`config.mk`:
```
export PLATFORM = sky130hd
export DESIGN_NAME = lsu
export DESIGN_NICKNAME = d
export VERILOG_FILES = /design/src/rtl/lsu.sv
export SDC_FILE = /design/constraint.sdc
export NUM_CORES = 1
export LEC_CHECK = 0
export CAP_MARGIN = 10
export CORE_MARGIN = 2
export CORE_UTILIZATION = 41
export CTS_BUF_LIST = sky130_fd_sc_hd__clkbuf_4 sky130_fd_sc_hd__clkbuf_8
export DETAILED_ROUTE_END_ITERATION = 16
export GPL_ROUTABILITY_DRIVEN = 0
export PLACE_DENSITY_LB_ADDON = 0.15
export SLEW_MARGIN = 10
export SYNTH_ARGS = -nofsm -noshare
export SYNTH_HDL_FRONTEND = slang
export SYNTH_SLANG_ARGS = --single-unit
```
`constraint.sdc`:
```
create_clock -name clk -period 2.6 [get_ports clk]
set_input_delay 0.52 -clock clk [delete_from_list [all_inputs] [get_ports clk]]
set_output_delay 0.52 -clock clk [all_outputs]
set_load 0.005 [all_outputs]
```
`src/rtl/lsu.sv`:
```
`default_nettype none
// ============================================================================
// Module   : lsu
// Purpose  : Load/store unit with lane-aligned byte enables, a valid/ready
//            memory port with timeout, and sign/zero-extended load return.
//            Optional macro LSU_MISALIGN_TRAP_EN: report misaligned accesses
//            (cause 1) instead of aligning them down to the access size.
// Revision : 1.0 - initial release
// ============================================================================
module lsu #(
    parameter int XLEN        = 32,
    parameter int ADDR_W      = 32,
    parameter int TIMEOUT_CYC = 64
) (
    input  logic                clk,
    input  logic                rst,
    // core request
    input  logic                req_valid,
    output logic                req_ready,
    input  logic                req_we,
    input  logic [1:0]          req_size,
    input  logic                req_unsigned,
    input  logic [ADDR_W-1:0]   req_addr,
    input  logic [XLEN-1:0]     req_wdata,
    // core response
    output logic                resp_valid,
    output logic [XLEN-1:0]     resp_rdata,
    output logic                resp_err,
    output logic [1:0]          resp_cause,
    // memory port
    output logic                mem_valid,
    input  logic                mem_ready,
    output logic                mem_we,
    output logic [ADDR_W-1:0]   mem_addr,
    output logic [XLEN/8-1:0]   mem_be,
    output logic [XLEN-1:0]     mem_wdata,
    input  logic                mem_rvalid,
    input  logic [XLEN-1:0]     mem_rdata
);

    localparam int          c_NB         = XLEN / 8;
    localparam int          c_LG         = $clog2(c_NB);
    localparam logic [1:0]  c_CAUSE_NONE = 2'd0;
`ifdef LSU_MISALIGN_TRAP_EN
    localparam logic [1:0]  c_CAUSE_MIS  = 2'd1;
`endif
    localparam logic [1:0]  c_CAUSE_ILL  = 2'd2;
    localparam logic [1:0]  c_CAUSE_TMO  = 2'd3;
    localparam logic [15:0] c_TMO_LAST   = 16'(TIMEOUT_CYC - 1);

    typedef enum logic [1:0] {
        S_IDLE = 2'd0,
        S_REQ  = 2'd1,
        S_WAIT = 2'd2,
        S_RESP = 2'd3
    } state_t;

    state_t              r_state;
    state_t              w_next;

    logic                r_we;
    logic [1:0]          r_size;
    logic                r_unsigned;
    logic [c_LG-1:0]     r_off;
    logic [ADDR_W-1:0]   r_addr;
    logic [c_NB-1:0]     r_be;
    logic [XLEN-1:0]     r_wdata;
    logic [1:0]          r_cause;
    logic [XLEN-1:0]     r_rdata;
    logic [15:0]         r_cnt;

    logic [3:0]          w_szmask;
    logic [c_LG-1:0]     w_off;
    logic [c_NB-1:0]     w_be;
    logic [XLEN-1:0]     w_wdata;
    logic                w_illegal;
    logic [1:0]          w_err_cause;
    logic                w_tmo;
    logic [XLEN-1:0]     w_shift;
    logic [XLEN-1:0]     w_ld_mask;
    logic                w_ld_sign;
    logic [XLEN-1:0]     w_ld_data;

    // ------------------------------------------------------------------
    // Request decode: lane offset, byte enables, shifted store data
    // ------------------------------------------------------------------
    assign w_szmask  = 4'((4'd1 << req_size) - 4'd1);
    assign w_illegal = (int'(req_size) > c_LG);

`ifdef LSU_MISALIGN_TRAP_EN
    logic w_misal;
    assign w_misal     = |(req_addr[c_LG-1:0] & w_szmask[c_LG-1:0]);
    assign w_off       = req_addr[c_LG-1:0];
    assign w_err_cause = w_illegal ? c_CAUSE_ILL :
                         w_misal   ? c_CAUSE_MIS : c_CAUSE_NONE;
`else
    // Without the trap, misaligned addresses are rounded down to the access size.
    assign w_off       = req_addr[c_LG-1:0] & ~w_szmask[c_LG-1:0];
    assign w_err_cause = w_illegal ? c_CAUSE_ILL : c_CAUSE_NONE;
`endif

    always_comb begin
        w_be = '0;
        for (int i = 0; i < c_NB; i++) begin
            w_be[i] = (i >= int'(w_off)) &&
                      (i < int'(w_off) + int'(32'd1 << req_size));
        end
    end

    assign w_wdata = req_wdata << {w_off, 3'b000};

    // ------------------------------------------------------------------
    // Load return: shift lane down, truncate, then extend
    // ------------------------------------------------------------------
    assign w_shift = mem_rdata >> {r_off, 3'b000};

    always_comb begin
        w_ld_mask = '0;
        w_ld_sign = 1'b0;
        for (int i = 0; i < c_NB; i++) begin
            if (i < int'(32'd1 << r_size)) begin
                w_ld_mask[8*i +: 8] = 8'hFF;
            end
            if (i == int'(32'd1 << r_size) - 1) begin
                w_ld_sign = w_shift[8*i+7];
            end
        end
        // A full-width load has an all-ones mask, so the extension term vanishes.
        w_ld_data = (w_shift & w_ld_mask) |
                    ((w_ld_sign && !r_unsigned) ? ~w_ld_mask : '0);
    end

    assign w_tmo = (r_cnt >= c_TMO_LAST);

    // ------------------------------------------------------------------
    // FSM
    // ------------------------------------------------------------------
    always_ff @(posedge clk) begin
        if (rst) begin
            r_state <= S_IDLE;
        end else begin
            r_state <= w_next;
        end
    end

    always_comb begin
        w_next = r_state;
        case (r_state)
            S_IDLE: begin
                if (req_valid) begin
                    w_next = (w_err_cause != c_CAUSE_NONE) ? S_RESP : S_REQ;
                end
            end
            S_REQ: begin
                // A handshake in the final budget cycle still proceeds to WAIT.
                if (mem_ready) begin
                    w_next = S_WAIT;
                end else if (w_tmo) begin
                    w_next = S_RESP;
                end
            end
            S_WAIT: begin
                if (mem_rvalid || w_tmo) begin
                    w_next = S_RESP;
                end
            end
            S_RESP: begin
                w_next = S_IDLE;
            end
            default: begin
                w_next = S_IDLE;
            end
        endcase
    end

    // ------------------------------------------------------------------
    // Request / response registers
    // ------------------------------------------------------------------
    always_ff @(posedge clk) begin
        if (rst) begin
            r_we       <= 1'b0;
            r_size     <= 2'd0;
            r_unsigned <= 1'b0;
            r_off      <= '0;
            r_addr     <= '0;
            r_be       <= '0;
            r_wdata    <= '0;
            r_cause    <= c_CAUSE_NONE;
            r_rdata    <= '0;
            r_cnt      <= '0;
        end else begin
            case (r_state)
                S_IDLE: begin
                    if (req_valid) begin
                        r_we       <= req_we;
                        r_size     <= req_size;
                        r_unsigned <= req_unsigned;
                        r_off      <= w_off;
                        r_addr     <= {req_addr[ADDR_W-1:c_LG], {c_LG{1'b0}}};
                        r_be       <= w_be;
                        r_wdata    <= w_wdata;
                        r_cause    <= w_err_cause;
                        r_rdata    <= '0;
                        r_cnt      <= '0;
                    end
                end
                S_REQ: begin
                    r_cnt <= r_cnt + 16'd1;
                    if (!mem_ready && w_tmo) begin
                        r_cause <= c_CAUSE_TMO;
                    end
                end
                S_WAIT: begin
                    r_cnt <= r_cnt + 16'd1;
                    if (mem_rvalid) begin
                        r_rdata <= r_we ? '0 : w_ld_data;
                    end else if (w_tmo) begin
                        r_cause <= c_CAUSE_TMO;
                    end
                end
                default: begin
                end
            endcase
        end
    end

    // ------------------------------------------------------------------
    // Outputs; handshakes are masked during reset so an abort is immediate
    // ------------------------------------------------------------------
    assign req_ready  = (r_state == S_IDLE) && !rst;
    assign mem_valid  = (r_state == S_REQ)  && !rst;
    assign resp_valid = (r_state == S_RESP) && !rst;

    assign mem_we     = r_we;
    assign mem_addr   = r_addr;
    assign mem_be     = r_be;
    assign mem_wdata  = r_wdata;

    assign resp_err   = resp_valid && (r_cause != c_CAUSE_NONE);
    assign resp_cause = resp_valid ? r_cause : c_CAUSE_NONE;
    assign resp_rdata = resp_valid ? r_rdata : '0;

endmodule
`default_nettype wire

```
==> impl_metrics.py, run 1 <==
metrics = {
    "status": {
        "status": "finished clean",
    },
    "power": {
        "pwr-share-comb_pct": 35.0,
        "switchingPower_uw": 2102,
        "cellPowerDensity_mw_per_mm2": 743.2,
        "leakagePower_uw": 0.003244,
        "seqPwrFrac_pct": 37.4,
        "netSwitchingFraction_pct": 32.60,
        "ir_worst_vdd_uv": 409.0,
        "clockPowerShare_pct": 27.6,
        "p_int_uw": 4345,
    },
    "placed_design": {
        "hpwl_um": 13430,
        "port_buffers": 209,
        "placed_cell_area_mm2": 0.008179,
        "preCtsSetupSlack_ps": 123.4,
        "dpl.cell_count": 1060,
    },
    "floorplan": {
        "core_area_mm2": 0.01399,
        "ios": 212,
        "dieHeight_um": 124.3,
        "dieArea_mm2": 0.01545,
        "die_w_um": 124.3,
        "start_util_pct": 42.42,
        "rows": 43,
    },
    "critical_path": {
        "crit_path_start_kind": "flip-flop",
        "end_kind": "output pin",
        "cp.arrival_ps": 2020,
        "worstSetupStartpoint": "r_state[0]",
        "path_class": "flip-flop to output pin",
        "r2r_setup_slack_ps": 430,
        "rr_endpoint": "r_rdata[22]",
        "timing.reg2reg.worst_path_depth": 7,
        "cp-endpoint": "resp_err",
        "worstReg2RegStart": "r_state[0]",
        "crit_required_ps": 2080,
        "crit_fanout": 5,
    },
    "detailed_routing": {
        "dr.pass1.iters": 5,
        "totalWireLength_um": 18450,
        "wire_per_inst_um": 16.86,
        "ant_nets": 0,
        "drtIter0Drc": 437,
        "num_vias": 5874,
        "drcViolationCount": 0,
        "viasPerCell": 5.369,
    },
    "global_routing": {
        "grt_pass1_wl_um": 29590,
        "gr-total-overflow": 0,
        "met3_usage_pct": 9.364,
        "use_met2_pct": 37.99,
        "grtUsageTotal_pct": 23.28,
        "grt.busiest_layer": "met2",
        "grt_max_degree": 94,
        "antenna_found_initial": 0,
        "met1_usage_pct": 27.78,
        "grt_pass1_vias": 5940,
    },
    "clock_tree": {
        "clkLatencyLatePin_ps": 430,
        "htreeDepth": 4,
        "cts_tree": "built",
        "clock-sinks": 124,
        "numCtsBuffers": 17,
        "cts_setup_buffers": 0,
        "clockBufferDepth": 2,
        "clockRootBuffer": "clkbuf_8",
        "clkTransAtPathRegs_ps": 70,
    },
    "sta": {
        "fin_skew_ps": 5.145,
        "hold_viol": 0,
        "finalCritPeriodShare_pct": 97.62,
        "drv_slew": 0,
        "slew_headroom_pct": 41.41,
        "fin_ws_ps": 61.93,
        "fmax_ghz": 0.3940,
        "rsz0062_at_grt": "true",
        "fin_crit_ps": 2538,
        "worst_pin_slew_ps": 872.2,
        "setup_viol_count_final": 0,
    },
    "synth": {
        "synthTopCellsByArea": "dfxtp_1, nand2_1, mux2i_1",
        "synth_edf_count": 0,
        "netlist_instances": 701,
        "ys_types": 60,
        "postSynthAreaPerCell_um2": 8.466,
        "synth-seq-cells": 124,
        "ys_seq_area_share_pct": 41.83,
        "yosys.area.top_type": "dfxtp_1",
        "syn_area_mm2": 0.005934,
        "synth_top_area_share_pct": 41.83,
        "synth_flop_cell": "dfxtp_1",
        "yosys_warnings": 0,
        "async_reset_ff_share_pct": 0,
    },
    "hold_path": {
        "hold_path_class": "flip-flop to flip-flop",
    },
    "layout": {
        "drive_gt1_share_pct": 9.409,
        "instances_no_fill": 1094,
        "antenna_cells": 0,
        "fin_area_mm2": 0.008675,
        "num-fill-cells": 1241,
        "final_nets": 1012,
        "syn2layout_area_growth_pct": 46.17,
    },
    "flow_run": {
        "drv_cap": 0,
    },
}
[how the worst min path moves through the flow]
stage,endpoint,cells past startpoint,start,slack [ps]
after floorplan,r_rdata[10],2,r_rdata[10],420
after global placement,r_rdata[14],2,r_rdata[14],430
after detailed placement,mem_addr[14],2,mem_addr[14],450
after CTS,mem_addr[14],2,mem_addr[14],460
after global routing,mem_addr[14],2,mem_addr[14],480
final,mem_addr[10],2,mem_addr[10],450
[critical path: stages (launching register included)]
cell             delay [ps]
dfxtp_4                 380
ha_4                    130
nor2b_4                 240
and2_1                  230
or2_2                   120
clkdlybuf4s50_1         480
[power groups by stage]
stage	sequential, µW	clock [µW]	combinational, µW
6_report	2410	1780	2260
5_1_grt	2440	1900	2480
4_1_cts	2400	1830	2230
3_5_place_dp	2430	0	2200
3_3_place_gp	2420	0	2150
2_1_floorplan	2400	0	1260
[cell families after synthesis]
kind of cell	synth area share (%)
xor gates and xnor gates	1.919
AOI/OAI and AO/OA	19.02
buffers and inverters	4.849
DFF	41.83
other	0.06319
muxes	7.147
and+or+nand+nor	23.91
adders and majority gates	1.265
[registers in the layout, indices dropped and copies added, names as in the netlist]
register    flops
r_rdata        32
mem_addr       30
mem_be          4
r_state         2
mem_we          1
r_cause         2
r_unsigned      1
r_size          2
r_cnt          16
r_off           2
mem_wdata      32
[repair_timing]
item,in CTS,in global routing
gates cloned,1,1
endpoints found under the hold margin,0,0
setup endpoints to repair,35,34
hold buffers,0,0
gates resized for setup,9,13
[metrics by stage]
| step | hold slack (ps) | TNS (ps) | utilization [%] | total power, µW |
|---|---|---|---|---|
| after detailed placement | 446.5 | 0 | 58.47 | 4634 |
| final | 454.2 | 0 | 62.01 | 6447 |
| after global routing | 476.4 | -205.5 | 62.01 | 6821 |
| after CTS | 456.5 | -36.73 | 61.65 | 6455 |
| after floorplan | 416.3 | 0 | - | 3653 |
| after global placement | 434.5 | 0 | 58.47 | 4567 |
[cell type report]
type / instances / area (µm²) / area share [%]
tap: 180 / 225.2 / 2.596
clock buffer: 24 / 299.0 / 3.447
inverter: 4 / 15.01 / 0.1731
sequential: 124 / 2490 / 28.70
multi-input combinational: 522 / 3207 / 36.97
clock inverter: 8 / 115.1 / 1.327
timing repair buffer: 232 / 2323 / 26.78
[cell usage in the layout (no fill, tap or decap), types with 5 or more instances in the layout]
master,n
clkdlybuf4s50_1,203
dfxtp_1,122
nand2_1,102
nor2_1,85
a21oi_1,52
and2_1,33
mux2i_1,32
nor3_1,21
clkbuf_8,19
a211oi_1,18
buf_4,18
nor2b_1,15
a221o_1,15
o21ai_0,14
a22oi_1,14
nand3_1,12
a32oi_1,8
o22ai_1,8
mux2_2,8
xnor2_1,7
a211o_1,7
o21a_1,6
xor2_1,6
clkbuf_4,5
clkinv_2,5
dlymetal6s2s_1,5
[routing by layer]
layer | share of wire, % | routed length [µm]
met5 | 0 | 0
met4 | 1.8 | 334
met3 | 11 | 1962
met2 | 47 | 8638
met1 | 41 | 7515
[cell usage after synthesis (all sizes together) (8+ instances only)]
cell type,instances
a22oi,15
mux2i,33
a32oi,8
a221o,15
mux2,8
nand2,103
a21oi,53
o22ai,8
nor2b,17
nor3,23
dfxtp,124
clkbuf,28
buf,24
nand3,12
nor2,86
a211oi,18
o21ai,14
and2,35
Note: power is estimated with default switching activity, not from simulation.
==> run 2: changes to the inputs <==
--- a/config.mk
+++ b/config.mk
@@ -11,7 +11,7 @@
 export CTS_BUF_LIST = sky130_fd_sc_hd__clkbuf_4 sky130_fd_sc_hd__clkbuf_8
 export DETAILED_ROUTE_END_ITERATION = 16
 export GPL_ROUTABILITY_DRIVEN = 0
-export PLACE_DENSITY_LB_ADDON = 0.15
+export PLACE_DENSITY = 0.79
 export SLEW_MARGIN = 10
 export SYNTH_ARGS = -nofsm -noshare
 export SYNTH_HDL_FRONTEND = slang
==> constraint.sdc (replaced) <==
create_clock -name clk -period 3 [get_ports clk]
set_input_delay 0.6 -clock clk [delete_from_list [all_inputs] [get_ports clk]]
set_output_delay 0.6 -clock clk [all_outputs]
set_load 0.005 [all_outputs]
==> impl_metrics.py, run 2 (synthesis results as in run 1) <==
metrics = {
    "status": {
        "status": "finished clean",
    },
    "critical_path": {
        "critPathMaxStageDelay_ps": 490,
        "crit_family": "simple AND/OR/NAND/NOR gates",
        "end_kind": "output pin",
        "crit_chain": "ha_1 -> nor2b_4 -> and2_1 -> or2_2 -> clkdlybuf4s50_1",
        "path_class": "flip-flop to output pin",
        "timing.reg2reg.worst_path_depth": 7,
        "cp.arrival_ps": 2170,
        "crit_required_ps": 2400,
        "crit_path_start_kind": "flip-flop",
        "crit_fanout": 7,
        "cp_slowest_cell": "clkdlybuf4s50_1",
        "r2r_setup_slack_ps": 680,
        "rr_endpoint": "r_rdata[16]",
        "worst-path-buf-inv": 1,
        "worstReg2RegStart": "r_state[0]",
    },
    "layout": {
        "final_nets": 1007,
        "mostFrequentLayoutCell": "clkdlybuf4s50_1",
        "instances_no_fill": 1089,
        "num-fill-cells": 1259,
        "final_cell_mix": "clkdlybuf4s50_1, dfxtp_1, nand2_1",
        "antenna_cells": 0,
        "utilization_pct": 61.34,
        "syn2layout_area_growth_pct": 44.59,
        "fin_area_mm2": 0.008581,
        "drive_gt1_share_pct": 8.361,
    },
    "floorplan": {
        "core_area_mm2": 0.01399,
        "rows": 43,
        "dieHeight_um": 124.3,
        "start_util_pct": 42.42,
        "die_w_um": 124.3,
        "ios": 212,
        "dieArea_mm2": 0.01545,
    },
    "hold_path": {
        "whs_endpoint": "mem_addr[12]",
        "hold_depth": 2,
        "min-delay-start": "mem_addr[12]",
        "hold_path_class": "flip-flop to flip-flop",
    },
    "detailed_routing": {
        "totalWireLength_um": 18070,
        "wire_per_inst_um": 16.59,
        "drcViolationCount": 0,
        "ant_nets": 0,
        "drtIter0Drc": 451,
        "num_vias": 5861,
        "dr.pass1.iters": 4,
        "viasPerCell": 5.382,
    },
    "sta": {
        "setup_viol_count_final": 0,
        "fin_crit_ps": 2765,
        "drv_slew": 0,
        "fmax_ghz": 0.3616,
        "hold_viol": 0,
        "worst_pin_slew_ps": 622.7,
        "fin_skew_ps": 8.977,
        "finalCritPeriodShare_pct": 92.18,
        "tns_ps": 0,
        "rsz0062_at_grt": "false",
        "slew_headroom_pct": 58.35,
    },
    "power": {
        "switchingPower_uw": 1872,
        "netSwitchingFraction_pct": 34.27,
        "power_uw": 5462,
        "pwr-share-comb_pct": 35.1,
        "leakagePower_uw": 0.003095,
        "cellPowerDensity_mw_per_mm2": 636.6,
        "clockPowerShare_pct": 27.2,
        "ir_worst_vdd_uv": 542.6,
        "p_int_uw": 3590,
        "seqPwrFrac_pct": 37.7,
    },
    "clock_tree": {
        "clock-sinks": 124,
        "ctsResizeCount": 0,
        "clkLatencyLatePin_ps": 450,
        "hold_buffers": 0,
        "clkTransAtPathRegs_ps": 80,
        "numCtsBuffers": 17,
        "htreeDepth": 4,
        "clockBufferDepth": 2,
        "cts_setup_buffers": 0,
        "cts_tree": "built",
        "clockRootBuffer": "clkbuf_8",
    },
    "global_routing": {
        "grtUsageTotal_pct": 23.18,
        "antenna_found_initial": 0,
        "grt_max_degree": 94,
        "grt_pass1_vias": 5660,
        "gr-total-overflow": 0,
        "grt_pass1_wl_um": 29040,
    },
    "placed_design": {
        "placed_cell_area_mm2": 0.008172,
        "port_buffers": 209,
        "dpl.cell_count": 1057,
        "hpwl_um": 12970,
    },
    "flow_run": {
        "drv_cap": 0,
    },
}
-- run 2: layout make-up --
cell class                      count  area (µm²)  area share [%]
Multi-Input combinational cell    522        3179           37.05
Clock buffer                       19       261.5           3.048
Clock inverter                     13       142.6           1.662
Timing Repair Buffer              227        2275           26.51
Sequential cell                   124        2482           28.93
Inverter                            4       15.01          0.1750
Tap cell                          180       225.2           2.625
-- run 2: worst register-to-register path: cells and delay by family, from the launching register on --
family | cells | cell delay [ps]
and+or+nand+nor | 4 | 1190
AOI/OAI and AO/OA | 1 | 210
adders and majority gates | 1 | 370
DFF | 1 | 400
buffers and inverters | 1 | 100
-- run 2: routing by layer --
| layer | up-vias | share of wire [%] | global-route usage (%) | wire, µm |
|---|---|---|---|---|
| li1 | 2853 | - | - | - |
| met1 | 2694 | 42 | 28.62 | 7589 |
| met2 | 274 | 44 | 35.13 | 7990 |
| met3 | 40 | 11 | 10.40 | 1982 |
| met4 | 0 | 2.8 | 9.584 | 507 |
| met5 | - | 0 | 0 | 0 |
-- run 2: worst max path at each step --
stage | start | end | cells after the start
final | r_state[0] | resp_err | 5
after global routing | r_state[1] | resp_rdata[1] | 5
after CTS | r_state[0] | resp_err | 5
after detailed placement | req_valid | r_rdata[30] | 6
after global placement | req_valid | r_rdata[16] | 6
after floorplan | req_addr[1] | mem_be[0] | 10
-- run 2: power groups by stage --
stage	Sequential (µW)	Combinational (µW)	Clock, µW
after floorplan	2080	1090	0
after global placement	2080	1900	0
after detailed placement	2090	1910	0
after CTS	2060	1920	1510
after global routing	2090	2120	1580
final	2060	1920	1490
-- run 2: per-stage QoR --
| stage | hold slack, ps | setup WS (ps) |
|---|---|---|
| 2_1_floorplan | 416.3 | 752.2 |
| 3_3_place_gp | 431.0 | 339.4 |
| 3_5_place_dp | 446.2 | 348.5 |
| 4_1_cts | 456.8 | 99.94 |
| 5_1_grt | 477.2 | 94.43 |
| 6_report | 454.8 | 234.6 |
==> run 3: changes to the inputs <==
--- a/config.mk
+++ b/config.mk
@@ -9,8 +9,9 @@
 export CORE_MARGIN = 2
 export CORE_UTILIZATION = 41
 export CTS_BUF_LIST = sky130_fd_sc_hd__clkbuf_4 sky130_fd_sc_hd__clkbuf_8
+export CTS_CLUSTER_SIZE = 40
 export DETAILED_ROUTE_END_ITERATION = 16
-export GPL_ROUTABILITY_DRIVEN = 0
+export GPL_ROUTABILITY_DRIVEN = 1
 export PLACE_DENSITY = 0.79
 export SLEW_MARGIN = 10
 export SYNTH_ARGS = -nofsm -noshare
==> constraint.sdc (replaced) <==
create_clock -name clk -period 3.55 [get_ports clk]
set_input_delay 0.71 -clock clk [delete_from_list [all_inputs] [get_ports clk]]
set_output_delay 0.71 -clock clk [all_outputs]
set_load 0.005 [all_outputs]
==> impl_metrics.py, run 3 (synthesis results as in run 1) <==
metrics = {
    "floorplan": {
        "dieHeight_um": 124.3,
        "dieArea_mm2": 0.01545,
        "die_w_um": 124.3,
        "ios": 212,
        "start_util_pct": 42.42,
        "rows": 43,
        "core_area_mm2": 0.01399,
    },
    "placed_design": {
        "gp_congestion": 0.8351,
        "port_buffers": 209,
        "hpwl_um": 12910,
    },
    "detailed_routing": {
        "ant_nets": 0,
        "viasPerCell": 5.348,
        "totalWireLength_um": 18040,
        "drcViolationCount": 0,
        "drtIter0Drc": 382,
        "wire_per_inst_um": 16.63,
        "dr.pass1.iters": 7,
        "num_vias": 5803,
    },
    "layout": {
        "final_nets": 1003,
        "final_cell_mix": "clkdlybuf4s50_1, dfxtp_1, nand2_1",
        "utilization_pct": 60.69,
        "drive_gt1_share_pct": 7.956,
        "seq_area_mm2": 0.002482,
        "multi_input_area_mm2": 0.003174,
        "mostFrequentLayoutCell": "clkdlybuf4s50_1",
        "antenna_cells": 0,
        "syn2layout_area_growth_pct": 43.05,
        "num-fill-cells": 1285,
    },
    "status": {
        "status": "finished clean",
    },
    "critical_path": {
        "path_class": "flip-flop to output pin",
        "end_kind": "output pin",
        "crit_fanout": 35,
        "crit_path_start_kind": "flip-flop",
        "crit_required_ps": 2840,
        "timing.reg2reg.worst_path_depth": 6,
        "cp.arrival_ps": 2380,
    },
    "power": {
        "leakagePower_uw": 0.003058,
        "cellPowerDensity_mw_per_mm2": 535.5,
        "ir_worst_vdd_uv": 340.6,
    },
    "clock_tree": {
        "hold_buffers": 0,
        "clock-sinks": 124,
        "clockBufferDepth": 2,
        "htreeDepth": 4,
        "cts_tree": "built",
        "numCtsBuffers": 17,
        "cts_setup_buffers": 0,
        "clkTransAtPathRegs_ps": 80,
        "ctsResizeCount": 0,
        "clkLatencyLatePin_ps": 450,
        "clockRootBuffer": "clkbuf_8",
    },
    "sta": {
        "rsz0062_at_grt": "false",
        "fin_skew_ps": 7.406,
        "fin_crit_ps": 3088,
        "slew_headroom_pct": 18.18,
        "tns_ps": 0,
        "finalCritPeriodShare_pct": 86.99,
        "hold_viol": 0,
        "drv_slew": 0,
        "fmax_ghz": 0.3238,
        "setup_viol_count_final": 0,
        "worst_pin_slew_ps": 1218,
    },
    "global_routing": {
        "gr-total-overflow": 0,
        "antenna_found_initial": 0,
        "grt_max_degree": 56,
        "grt_pass1_vias": 5565,
        "grtUsageTotal_pct": 22.91,
        "grt_pass1_wl_um": 28640,
    },
    "hold_path": {
        "hold_path_class": "flip-flop to flip-flop",
        "hold_depth": 2,
    },
    "flow_run": {
        "drv_cap": 0,
    },
}
run 3: through the flow:
step	setup slack (ps)	std cells	hold slack [ps]	total power (µW)	area, µm²
final	462.0	1085	454.5	4546	8489
after global routing	338.1	1085	478.7	4810	8489
after CTS	442.0	1085	456.5	4578	8489
after detailed placement	748.5	1053	440.1	3359	8104
after global placement	796.6	1053	429.9	3341	8104
after floorplan	1192	702	416.3	2675	5938
run 3: cell type report:
class                      count  area share, %
inverter                       4         0.1769
clock inverter                14          1.621
sequential                   124          29.24
timing repair buffer         223          26.00
multi-input combinational    522          37.39
tap                          180          2.653
clock buffer                  18          2.918
run 3: report_power, final:
part / internal (µW) / leakage (µW) / switching, µW
sequential: 1610 / 0.00101 / 132
clock: 585 / 0.000185 / 624
combinational: 746 / 0.00186 / 854
run 3: worst paths after layout:
path	from	to	slack [ps]
worst max register to register	r_state[0]	r_rdata[4]	1030
worst max-delay path	r_state[0]	resp_err	460
worst min register to register	mem_addr[28]	mem_addr[28]	450
worst min-delay path	mem_addr[28]	mem_addr[28]	450
run 3: per-layer routing:
metal,GRT usage (%),vias up,wire length [µm]
li1,-,2848,-
met1,28.41,2685,7740
met2,35.90,249,8180
met3,10.74,21,1899
met4,6.081,0,218
met5,0,-,0
run 3: critical path: stages, from the launching register on:
cell	delay, ps
dfxtp_1	350
ha_1	240
nor2b_2	150
buf_4	220
and2_1	220
or2_2	290
clkdlybuf4s50_1	450
